<file path="config.mk">
export PLATFORM = sky130hd
export DESIGN_NAME = chunked_addsub
export DESIGN_NICKNAME = d
export VERILOG_FILES = /design/src/rtl/chunked_addsub.sv
export SDC_FILE = /design/constraint.sdc
export NUM_CORES = 1
export LEC_CHECK = 0
export BUFFER_PORTS_ARGS = -buffer_cell sky130_fd_sc_hd__buf_2
export CORE_UTILIZATION = 39
export DETAILED_ROUTE_END_ITERATION = 8
export GPL_ROUTABILITY_DRIVEN = 0
export PLACE_DENSITY = 0.6
export SYNTH_ARGS = -nofsm -noshare
export SYNTH_HDL_FRONTEND = slang
export SYNTH_SLANG_ARGS = --single-unit
</file>
<file path="constraint.sdc">
create_clock -name clk -period 2.9 [get_ports clk]
set_clock_uncertainty 0.05 [all_clocks]
set_input_delay 0.145 -clock clk [delete_from_list [all_inputs] [get_ports clk]]
set_output_delay 0.145 -clock clk [all_outputs]
set_load 0.05 [all_outputs]
</file>
<file path="src/rtl/chunked_addsub.sv">
// chunked_addsub: multi-cycle add/subtract that processes CHUNK bits per clock,
// linking chunks through a registered carry, with valid/ready on both sides.
module chunked_addsub #(
    parameter int WIDTH = 16,
    parameter int CHUNK = 4
) (
    input  logic             clk,
    input  logic             rst_n,
    input  logic             in_valid,
    output logic             in_ready,
    input  logic [WIDTH-1:0] a,
    input  logic [WIDTH-1:0] b,
    input  logic             cin,
    input  logic             sub,
    output logic             out_valid,
    input  logic             out_ready,
    output logic [WIDTH-1:0] sum,
    output logic             co,
    output logic             ovf
);
    localparam int N  = WIDTH / CHUNK;
    localparam int IW = N > 1 ? $clog2(N) : 1;

    typedef enum logic [1:0] {IDLE, RUN, DONE} state_t;

    state_t           state, nxt;
    logic [WIDTH-1:0] a_r, b_r;
    logic             carry;
    logic [IW-1:0]    idx;
    logic [CHUNK-1:0] a_c, b_c;
    logic [CHUNK:0]   s;
    logic             last;

    assign a_c       = a_r[idx*CHUNK +: CHUNK];
    assign b_c       = b_r[idx*CHUNK +: CHUNK];
    assign s         = {1'b0, a_c} + {1'b0, b_c} + {{CHUNK{1'b0}}, carry};
    assign last      = idx == IW'(N - 1);
    assign in_ready  = rst_n && state == IDLE;
    assign out_valid = state == DONE;

    always_comb begin
        nxt = (state == IDLE && in_valid)  ? RUN  :
              (state == RUN  && last)      ? DONE :
              (state == DONE && out_ready) ? IDLE : state;
    end

    always_ff @(posedge clk) begin
        if (!rst_n) begin
            state <= IDLE;
            a_r   <= '0;
            b_r   <= '0;
            carry <= 1'b0;
            idx   <= '0;
            sum   <= '0;
            co    <= 1'b0;
            ovf   <= 1'b0;
        end else begin
            state <= nxt;
            if (state == IDLE && in_valid) begin
                a_r   <= a;
                b_r   <= sub ? ~b : b;
                carry <= sub ? ~cin : cin;
                idx   <= '0;
            end
            if (state == RUN) begin
                sum[idx*CHUNK +: CHUNK] <= s[CHUNK-1:0];
                carry <= s[CHUNK];
                idx   <= idx + 1'b1;
                // carry into the MSB is recovered from the MSB sum bit and its operands
                if (last) begin
                    co  <= s[CHUNK];
                    ovf <= s[CHUNK] ^ (a_c[CHUNK-1] ^ b_c[CHUNK-1] ^ s[CHUNK-1]);
                end
            end
        end
    end
endmodule

</file>
After elaboration in Yosys (flattened, before gate mapping)
Cells that the tools add are included.
Widths: inputs -> output; s select.
Cells by class
  add/sub/neg operators: 4
  bitwise logic cells: 6
  shifts and indexed selects: 4
  mux-type cells: 10
  equality and inequality tests: 3
  reduce and logical (&&, ||, !) cells: 10
Operators with widths (number)
  $neg 4->34: 1
  $shift 4x34->16 const A: 1
  $shiftx 4x34->16: 1
  $shiftx 16x5->4: 2
  $bwmux 16: 1
  $mux 16: 1
  $not 16->16: 1
  $mux 2: 4
  $add 4x4->5: 1
  $add 5x1->5: 1
  $eq 2x2->1 const B: 2
  $logic_and 1x1->1: 4
  $mux 1: 4
  $reduce_bool 2->1: 2
  $reduce_bool 3->1: 1
  $xor 1x1->1: 3
  $add 2x1->2 const B: 1
  $eq 2x1->1 const B: 1
  $logic_not 2->1: 1
  $not 1->1: 2
  $reduce_and 2->1: 1
  $reduce_or 2->1: 1
Word-level totals
  bits of input ports: 38
  output and inout port bits: 20
  register bits after elaboration: 55
  word-level logic and storage cells: 46

Depth between registers and ports, before layout
Gate-level depths: netlist (run 1).
  depth in word-level cells: 5
  gate-level depth with buffers: 9

Worst setup path before layout (run 1)
No wires, ideal clock.
  path type: reg-to-reg
  start: register idx[0]
  end: register carry
  path buffers: 2
  stages on the path, launching flop included: 10
  arrival time: 2.788 ns
  setup time: 0.119 ns
  path slack: -0.056 ns
  path through: dfxtp_1 -> buf_4 -> buf_6 -> mux4_2 -> fa_1 -> fa_1 -> a21o_2 -> a21oi_1 -> a22oi_1 -> o221a_1
Between the ends
  cells in the longest elaborated chain, start to end: 4
  elaborated cells on any way between the ends: 5
  those cells by class: add/sub (2); shift (2); mux (1)
RTL lines
  start: declaration: RTL line 29  | logic [IW-1:0] idx;
  start signal: assignment: RTL line 68  | idx <= idx + 1'b1;
  $shiftx 16x5->4 (on tied branches): RTL line 34, 35
  $add 4x4->5 (*): RTL line 36  | assign s = {1'b0, a_c} + {1'b0, b_c} + {{CHUNK{1'b0}}, carry};
  $add 5x1->5 (*): RTL line 36
  $mux 1 (*): RTL line 65  | if (state == RUN) begin
  end signal: assignment: RTL line 62  | carry <= sub ? ~cin : cin;
  end signal: assignment: RTL line 67  | carry <= s[CHUNK];
  end: declaration: RTL line 28  | logic carry;
Mark *: on every way between the ends. The rest lies on a longest branch, timed or not.
A chain may end at the register's enable or synchronous reset.

Worst setup path after layout (run 1)
Ends and elaborated chain as after synthesis.

==> results.json, run 1 <==
{
  "grt_pass1_wl_mm": 9.36,
  "hold_class": "in -> reg",
  "path_cells": "mux4_2, fa_1, fa_1, a21o_2, a21oi_2, a22oi_1, o221a_1",
  "cpMostUsedCell": "fa_1",
  "io_pins": 58,
  "antenna_left": 0,
  "antenna_found_initial": 0,
  "wirelength_mm": 5.56,
  "final_max_slew_viol_count": 0,
  "finalCriticalPeriod_ps": 2700,
  "dieArea_um2": 7300,
  "finalHoldViolations": 0,
  "first_global_vias": 1960,
  "crit_fanout": 4,
  "die_y_um": 85.5,
  "avgRoutedWirePerCell_um": 13.6,
  "synth.area.top_cells": "dfxtp_1, nand2_1, o211a_1, mux4_2, xnor2_1",
  "slowest_delay_ps": 520,
  "final_core_util_pct": 46.4,
  "synthesis.area_um2": 2720,
  "critPathCaptureType": "register",
  "total_power_w": 0.00159,
  "drc_errors": 0,
  "r2r-start": "idx[0]$_SDFFE_PN0P_",
  "cp_data_arrival_time_ps": 2860,
  "slew_headroom_pct": 56.5,
  "start_util_pct": 40.2,
  "std_cell_rows": 30,
  "top_layer_used": "met4",
  "setup_violations": 0,
  "grt_max_degree": 49,
  "status": "finished, final reports clean",
  "max_clock_freq_mhz": 371,
  "ys_types": 36,
  "fin_crit_sh_pct": 93.0,
  "grt_overflow": 0,
  "mostFrequentLayoutCells": "nand2_1, buf_2, dfxtp_1",
  "hold_end": "a_r[2]$_SDFFE_PN0P_",
  "rsz0062_at_grt": "false",
  "required_ps": 3060,
  "yosysWarnings": 0,
  "fin_nets": 375,
  "cts_tree": "done",
  "start_kind": "register",
  "holdPathStages": 3,
  "peakVddDrop_mv": 0.209,
  "wl_met2_mm": 2.57,
  "vias": 2062,
  "syn-num-nets": 325,
  "rrSetupSlack_ps": 200,
  "wl_met3_um": 220,
  "h-tree-depth": 2,
  "clockBufferDepth": 2,
  "final_cells": 408,
  "numPlacedInstances": 400,
  "async_flop_share_pct": 0,
  "root_buffer": "clkbuf_8",
  "portBuffers": 57,
  "worstSetupPathType": "reg -> reg",
  "fillerInstances": 689,
  "areaGrowthSynthToFinish_pct": 15.3,
  "netlist_instances": 277,
  "met1Wirelength_mm": 2.73,
  "tightest_slew_ps": 653,
  "pwr_density_cell_nw_per_um2": 508,
  "cts_sinks": 55,
  "diodes": 0,
  "drive_gt1_share_pct": 25.9,
  "drt_iter0_drc": 71,
  "ys_seq_elements": 55,
  "drv_cap": 0,
  "coreArea_um2": 6760,
  "viasPerCell": 5.05,
  "power.leakage_nw": 1.44,
  "synth_top_area_cell": "dfxtp_1",
  "avgSynthCellArea_um2": 9.81,
  "final_common_cell": "nand2_1",
  "r2r_cells": 7,
  "drt_pass1_iterations": 4,
  "cts_setup_buffers": 0,
  "clk_pin_slew_worst_paths_ps": 100,
  "synth_top_area_share_pct": 40.5,
  "tns_ps": 0,
  "dp_hpwl_mm": 4.03,
  "whs_ps": 14.8,
  "cts_made_buffers": 5,
  "ys_seq_area_share_pct": 40.5,
  "min-delay-start": "a[2]",
  "clk_latency_ps": 310,
  "ys.flop_type": "dfxtp_1",
  "grt_use_total_pct": 16.2,
  "cpMaxStageDelayCell": "mux4_2",
  "synth-edff-count": 0,
  "dieWidth_um": 85.5,
  "timing.rr.end": "carry$_SDFFE_PN0P_"
}
registers in the layout, indices dropped and copies added, names as in the netlist:
| signal | flops |
|---|---|
| co | 1 |
| state | 2 |
| b_r | 16 |
| ovf | 1 |
| idx | 2 |
| a_r | 16 |
| carry | 1 |
| sum | 16 |
report_power, final:
group | switching, W | total [W] | internal, W
clock | 0.000257 | 0.000452 | 0.000195
combinational | 0.000173 | 0.000311 | 0.000139
sequential | 0.0000285 | 0.000828 | 0.000799
total | 0.000458 | 0.00159 | 0.00113
per-stage QoR:
stage	setup WS, ps	area, um2
2_1_floorplan	9.35	2720
3_3_place_gp	181	3030
3_5_place_dp	151	3030
4_1_cts	132	3130
5_1_grt	64.8	3130
6_report	203	3130
repair_timing:
item	in CTS	in global routing
hold buffers	0	0
gates resized for setup	0	1
endpoints found under the setup margin	0	1
synthesized netlist by cell type, types with 2 or more instances:
cell	n
inv_1	2
o21ai_1	2
o31ai_1	2
clkbuf_1	6
o211a_1	18
a21oi_1	3
o21ai_0	2
buf_4	7
nand3b_1	2
nor2b_1	15
and2_1	7
nand4_1	2
nor2_1	4
or2_1	2
xor2_1	2
dfxtp_1	55
mux4_2	8
buf_2	5
ha_1	8
and4_1	3
nand3_1	2
nand2_1	60
a22oi_1	13
fa_1	2
xnor2_1	17
a21boi_0	18
layout make-up:
cell class	count	area, um2	share of cell area, %
tap	80	100	3.20
clock inverter	2	16.3	0.519
timing repair buffer	62	323	10.3
sequential	55	1100	35.2
inverter	2	7.51	0.240
clock buffer	6	82.6	2.64
multi-input combinational	201	1500	47.9
worst max-delay path by stage:
stage | from | end | cells past startpoint
global route | idx[0]$_SDFFE_PN0P_ | carry$_SDFFE_PN0P_ | 7
detailed placement | idx[0]$_SDFFE_PN0P_ | carry$_SDFFE_PN0P_ | 7
finish | idx[0]$_SDFFE_PN0P_ | carry$_SDFFE_PN0P_ | 7
global placement | idx[0]$_SDFFE_PN0P_ | carry$_SDFFE_PN0P_ | 7
floorplan | idx[0]$_SDFFE_PN0P_ | carry$_SDFFE_PN0P_ | 9
CTS | idx[0]$_SDFFE_PN0P_ | carry$_SDFFE_PN0P_ | 7
logic make-up after synthesis:
family	share of synthesized area [%]
XOR/XNOR	6.13
adder cells (fa/ha/maj)	5.16
AO/OA/AOI/OAI	18.3
multiplexers	6.63
flip-flops	40.5
AND/OR/NAND/NOR	18.8
buffers and inverters	4.38
worst max-delay path, delay by kind of cell (launching register included):
kind	cells	cell delay [ps]
compound gates	4	780
mux	1	520
flops	1	390
fa+ha+maj	2	860
metal layers:
layer / track usage (%) / up-vias
li1: - / 1060
met1: 21.8 / 951
met2: 26.6 / 47
met3: 3.02 / 4
met4: 4.55 / 0
met5: 0 / -
Power figures use the tool's default switching activity.
==> inputs of run 2 (changes only) <==
--- a/config.mk
+++ b/config.mk
@@ -9,7 +9,7 @@
 export CORE_UTILIZATION = 39
 export DETAILED_ROUTE_END_ITERATION = 8
 export GPL_ROUTABILITY_DRIVEN = 0
-export PLACE_DENSITY = 0.6
+export PLACE_DENSITY = 0.73
 export SYNTH_ARGS = -nofsm -noshare
 export SYNTH_HDL_FRONTEND = slang
 export SYNTH_SLANG_ARGS = --single-unit
==> results.json, run 2 (same netlist as run 1, synthesis figures left out) <==
{
  "tightest_slew_ps": 548,
  "status": "finished, final reports clean",
  "finalCriticalPeriod_ps": 2710,
  "peakVddDrop_mv": 0.288,
  "setup_violations": 0,
  "drt_iter0_drc": 83,
  "crit_fanout": 4,
  "drc_errors": 0,
  "diodes": 0,
  "slowest_delay_ps": 530,
  "final_common_cell": "nand2_1",
  "final_max_slew_viol_count": 0,
  "required_ps": 3050,
  "antenna_found_initial": 0,
  "start_kind": "register",
  "worst-path-buf-inv": 0,
  "dp_hpwl_mm": 4.14,
  "cp_data_arrival_time_ps": 2860,
  "clk_latency_ps": 310,
  "critPathCaptureType": "register",
  "slew_headroom_pct": 63.3,
  "grt_overflow": 0,
  "cts_tree": "done",
  "io_pins": 58,
  "reg_top3": "a_r (16), b_r (16), sum (16)",
  "antenna_left": 0,
  "grt_pass1_wl_mm": 9.38,
  "pwr_density_cell_nw_per_um2": 521,
  "cpMaxStageDelayCell": "mux4_2",
  "mostFrequentLayoutCells": "nand2_1, buf_2, dfxtp_1",
  "grt_max_degree": 49,
  "h-tree-depth": 2,
  "rsz0062_at_grt": "false",
  "cts_sinks": 55,
  "placed_area_um2": 3040,
  "start_util_pct": 40.2,
  "areaGrowthSynthToFinish_pct": 15.8,
  "drt_pass1_iterations": 6,
  "grt_use_total_pct": 16.3,
  "root_buffer": "clkbuf_8",
  "drv_cap": 0,
  "avgRoutedWirePerCell_um": 13.6,
  "drive_gt1_share_pct": 25.9,
  "fin_crit_sh_pct": 93.4,
  "worstSetupPathType": "reg -> reg",
  "cts_made_buffers": 5,
  "max_clock_freq_mhz": 369,
  "die_y_um": 85.5,
  "portBuffers": 57,
  "hold_buffers": 0,
  "path_cells": "mux4_2, fa_1, fa_1, a21o_2, a21oi_2, a22oi_1, o221a_1",
  "fin_nets": 376,
  "wirelength_mm": 5.55,
  "dieArea_um2": 7300,
  "viasPerCell": 5.18,
  "power.leakage_nw": 1.45,
  "cp_top_family": "adder cells",
  "std_cell_rows": 30,
  "clk_pin_slew_worst_paths_ps": 110,
  "cpMostUsedCell": "fa_1",
  "first_global_vias": 2036,
  "stdcell_area_um2": 3150,
  "clockBufferDepth": 2,
  "tns_ps": 0,
  "hold_class": "in -> reg",
  "vias": 2113,
  "dieWidth_um": 85.5,
  "coreArea_um2": 6760,
  "finalHoldViolations": 0
}
## run 2: cell count changes in the layout (fill, tap and decap cells not counted), sizes merged
cell | previous run | this run
clkbuf | 6 | 5
clkinv | 1 | 0
bufinv | 0 | 1
buf | 62 | 63
## run 2: worst min-delay path: stages
cell and delay [ps]:
buf_2 90, nand2_1 40, a21boi_0 60
## run 2: where the power goes
part | internal, W | switching, W | leakage, nW
sequential | 0.000799 | 0.0000262 | 0.451
clock | 0.000253 | 0.000249 | 0.0502
combinational | 0.000139 | 0.000174 | 0.945
## run 2: area by class of cell
| type | instances | area [um2] |
|---|---|---|
| Tap cell | 80 | 100 |
| Fill cell | 665 | 3610 |
| Sequential cell | 55 | 1100 |
| Clock inverter | 2 | 37.5 |
| Inverter | 2 | 7.51 |
| Multi-Input combinational cell | 201 | 1500 |
| Clock buffer | 5 | 68.8 |
| Timing Repair Buffer | 63 | 330 |
## run 2: metal layers
layer / track usage, % / part of all wire [%]
met2: 27.8 / 48
met4: 4.55 / 0.61
met3: 3.50 / 3.2
met1: 20.9 / 48
met5: 0 / 0
## run 2: final timing paths
kind | start | end | depth (start not counted) | slack (ps)
max | idx[0]$_SDFFE_PN0P_ | carry$_SDFFE_PN0P_ | 7 | 190
min | a[2] | a_r[2]$_SDFFE_PN0P_ | 3 | 20
max reg2reg | idx[0]$_SDFFE_PN0P_ | carry$_SDFFE_PN0P_ | 7 | 190
min reg2reg | a_r[0]$_SDFFE_PN0P_ | a_r[0]$_SDFFE_PN0P_ | 2 | 420
## run 2: stage by stage
step,power [W],hold WS [ps],worst slack (ps),cells,utilization (%)
after global routing,0.00172,15.4,62.4,408,46.6
after global placement,0.00115,347,171,401,45.0
after floorplan,0.00107,240,9.35,277,-
final,0.00164,16.0,191,408,46.6
after detailed placement,0.00116,353,136,401,45.0
after CTS,0.00165,17.5,133,408,46.6
## run 2: what timing repair did
item,in CTS,in global routing
gates resized for setup,0,1
buffers inserted,0,0
endpoints found under the setup margin,0,1
==> inputs of run 3 (changes only) <==
--- a/config.mk
+++ b/config.mk
@@ -9,7 +9,8 @@
 export CORE_UTILIZATION = 39
 export DETAILED_ROUTE_END_ITERATION = 8
 export GPL_ROUTABILITY_DRIVEN = 0
-export PLACE_DENSITY = 0.73
+export PLACE_DENSITY = 0.7
+export RECOVER_POWER = 25
 export SYNTH_ARGS = -nofsm -noshare
 export SYNTH_HDL_FRONTEND = slang
 export SYNTH_SLANG_ARGS = --single-unit
==> constraint.sdc (replaced) <==
create_clock -name clk -period 3.23 [get_ports clk]
set_clock_uncertainty 0.05 [all_clocks]
set_input_delay 0.1615 -clock clk [delete_from_list [all_inputs] [get_ports clk]]
set_output_delay 0.1615 -clock clk [all_outputs]
set_load 0.05 [all_outputs]
==> results.json, run 3 (same netlist as run 1, synthesis figures left out) <==
{
  "status": "finished, final reports clean",
  "grt.busiest_layer": "met2",
  "cts_sinks": 55,
  "grt_overflow": 0,
  "final_common_cell": "nand2_1",
  "rsz0062_at_grt": "false",
  "viasPerCell": 5.15,
  "final_max_slew_viol_count": 0,
  "tightest_slew_ps": 639,
  "drive_gt1_share_pct": 19.6,
  "dp_hpwl_mm": 4.18,
  "grt_pass1_wl_mm": 9.38,
  "fillerInstances": 688,
  "grt_use_total_pct": 16.4,
  "cts_setup_buffers": 0,
  "areaGrowthSynthToFinish_pct": 14.6,
  "wirelength_mm": 5.65,
  "r2r-start": "idx[0]$_SDFFE_PN0P_",
  "reg_top3": "a_r (16), b_r (16), sum (16)",
  "total_power_w": 0.00149,
  "setup_violations": 0,
  "antenna_left": 0,
  "clk_pin_slew_worst_paths_ps": 110,
  "finalHoldViolations": 0,
  "finalCriticalPeriod_ps": 2860,
  "dieWidth_um": 85.5,
  "met3_usage_pct": 3.11,
  "worstSetupPathType": "reg -> reg",
  "drt_pass1_iterations": 4,
  "pre_cts_ws_ps": 375,
  "worst-path-buf-inv": 0,
  "path_cells": "mux4_2, fa_1, fa_1, a21o_2, a21oi_1, a22oi_1, o221a_1",
  "peakVddDrop_mv": 0.226,
  "clk_latency_ps": 320,
  "critPathCaptureType": "register",
  "start_util_pct": 40.2,
  "grt_max_degree": 49,
  "clockBufferDepth": 2,
  "crit_fanout": 3,
  "cp_top_family": "compound AO/OA/AOI/OAI gates",
  "root_buffer": "clkbuf_8",
  "grt.met2_usage_pct": 28.3,
  "mostFrequentLayoutCells": "nand2_1, dfxtp_1, buf_2",
  "avgRoutedWirePerCell_um": 13.9,
  "diodes": 0,
  "hold_class": "in -> reg",
  "drt_iter0_drc": 58,
  "vias": 2095,
  "start_kind": "register",
  "worst_slack_ps": 367,
  "cts_resized": 0,
  "hold_buffers": 0,
  "min-delay-start": "a[10]",
  "met1_usage_pct": 19.9,
  "cpMaxStageDelayCell": "mux4_2",
  "die_y_um": 85.5,
  "std_cell_rows": 30,
  "startpoint": "idx[0]$_SDFFE_PN0P_",
  "cts_made_buffers": 5,
  "cts_tree": "done",
  "drv_cap": 0,
  "required_ps": 3400,
  "rrSetupSlack_ps": 370,
  "fin_crit_sh_pct": 88.6,
  "h-tree-depth": 2,
  "coreArea_um2": 6760,
  "drc_errors": 0,
  "portBuffers": 57,
  "pwr_density_cell_nw_per_um2": 480,
  "antenna_found_initial": 0,
  "tns_ps": 0,
  "cp_data_arrival_time_ps": 3030,
  "max_clock_freq_mhz": 349,
  "power.leakage_nw": 1.36,
  "io_pins": 58,
  "dieArea_um2": 7300,
  "slew_headroom_pct": 57.4,
  "slowest_delay_ps": 530,
  "fin_nets": 374,
  "first_global_vias": 2032,
  "cpMostUsedCell": "fa_1"
}
run 3: tightest hold or removal path, cell delays in order:
cell and delay, ps:
buf_2 100, nand2_1 40, a21boi_0 60
run 3: cell type report:
type	count	area (um2)	share of cell area, %
clock buffer	5	68.8	2.21
clock inverter	3	47.5	1.53
inverter	2	7.51	0.241
multi-input combinational	201	1500	48.1
sequential	55	1100	35.4
tap	80	100	3.21
timing repair buffer	61	293	9.40
run 3: where the power goes:
group          internal [W]  total, W  leakage, nW  switching (W)
sequential         0.000717  0.000745        0.450      0.0000273
combinational      0.000122  0.000274        0.855       0.000152
clock              0.000235  0.000475       0.0587       0.000240
total               0.00107   0.00149         1.36       0.000419
run 3: layer usage:
| metal | vias to the layer above | wire length [um] |
|---|---|---|
| li1 | 1060 | - |
| met1 | 976 | 2620 |
| met2 | 49 | 2690 |
| met3 | 10 | 228 |
| met4 | 0 | 109 |
| met5 | - | 0 |
run 3: worst paths after layout:
check / to / depth (start not counted)
max reg2reg: carry$_SDFFE_PN0P_ / 7
min: a_r[10]$_SDFFE_PN0P_ / 3
max: carry$_SDFFE_PN0P_ / 7
min reg2reg: sum[3]$_SDFFE_PN0P_ / 2
run 3: stage by stage:
| step | instances | instance area (um2) | utilization (%) | hold slack, ps |
|---|---|---|---|---|
| CTS | 407 | 3140 | 46.4 | 26.8 |
| detailed placement | 399 | 3020 | 44.7 | 378 |
| finish | 407 | 3110 | 46.1 | 26.1 |
| floorplan | 277 | 2720 | - | 256 |
| global route | 407 | 3110 | 46.1 | 21.5 |
| global placement | 399 | 3020 | 44.7 | 371 |
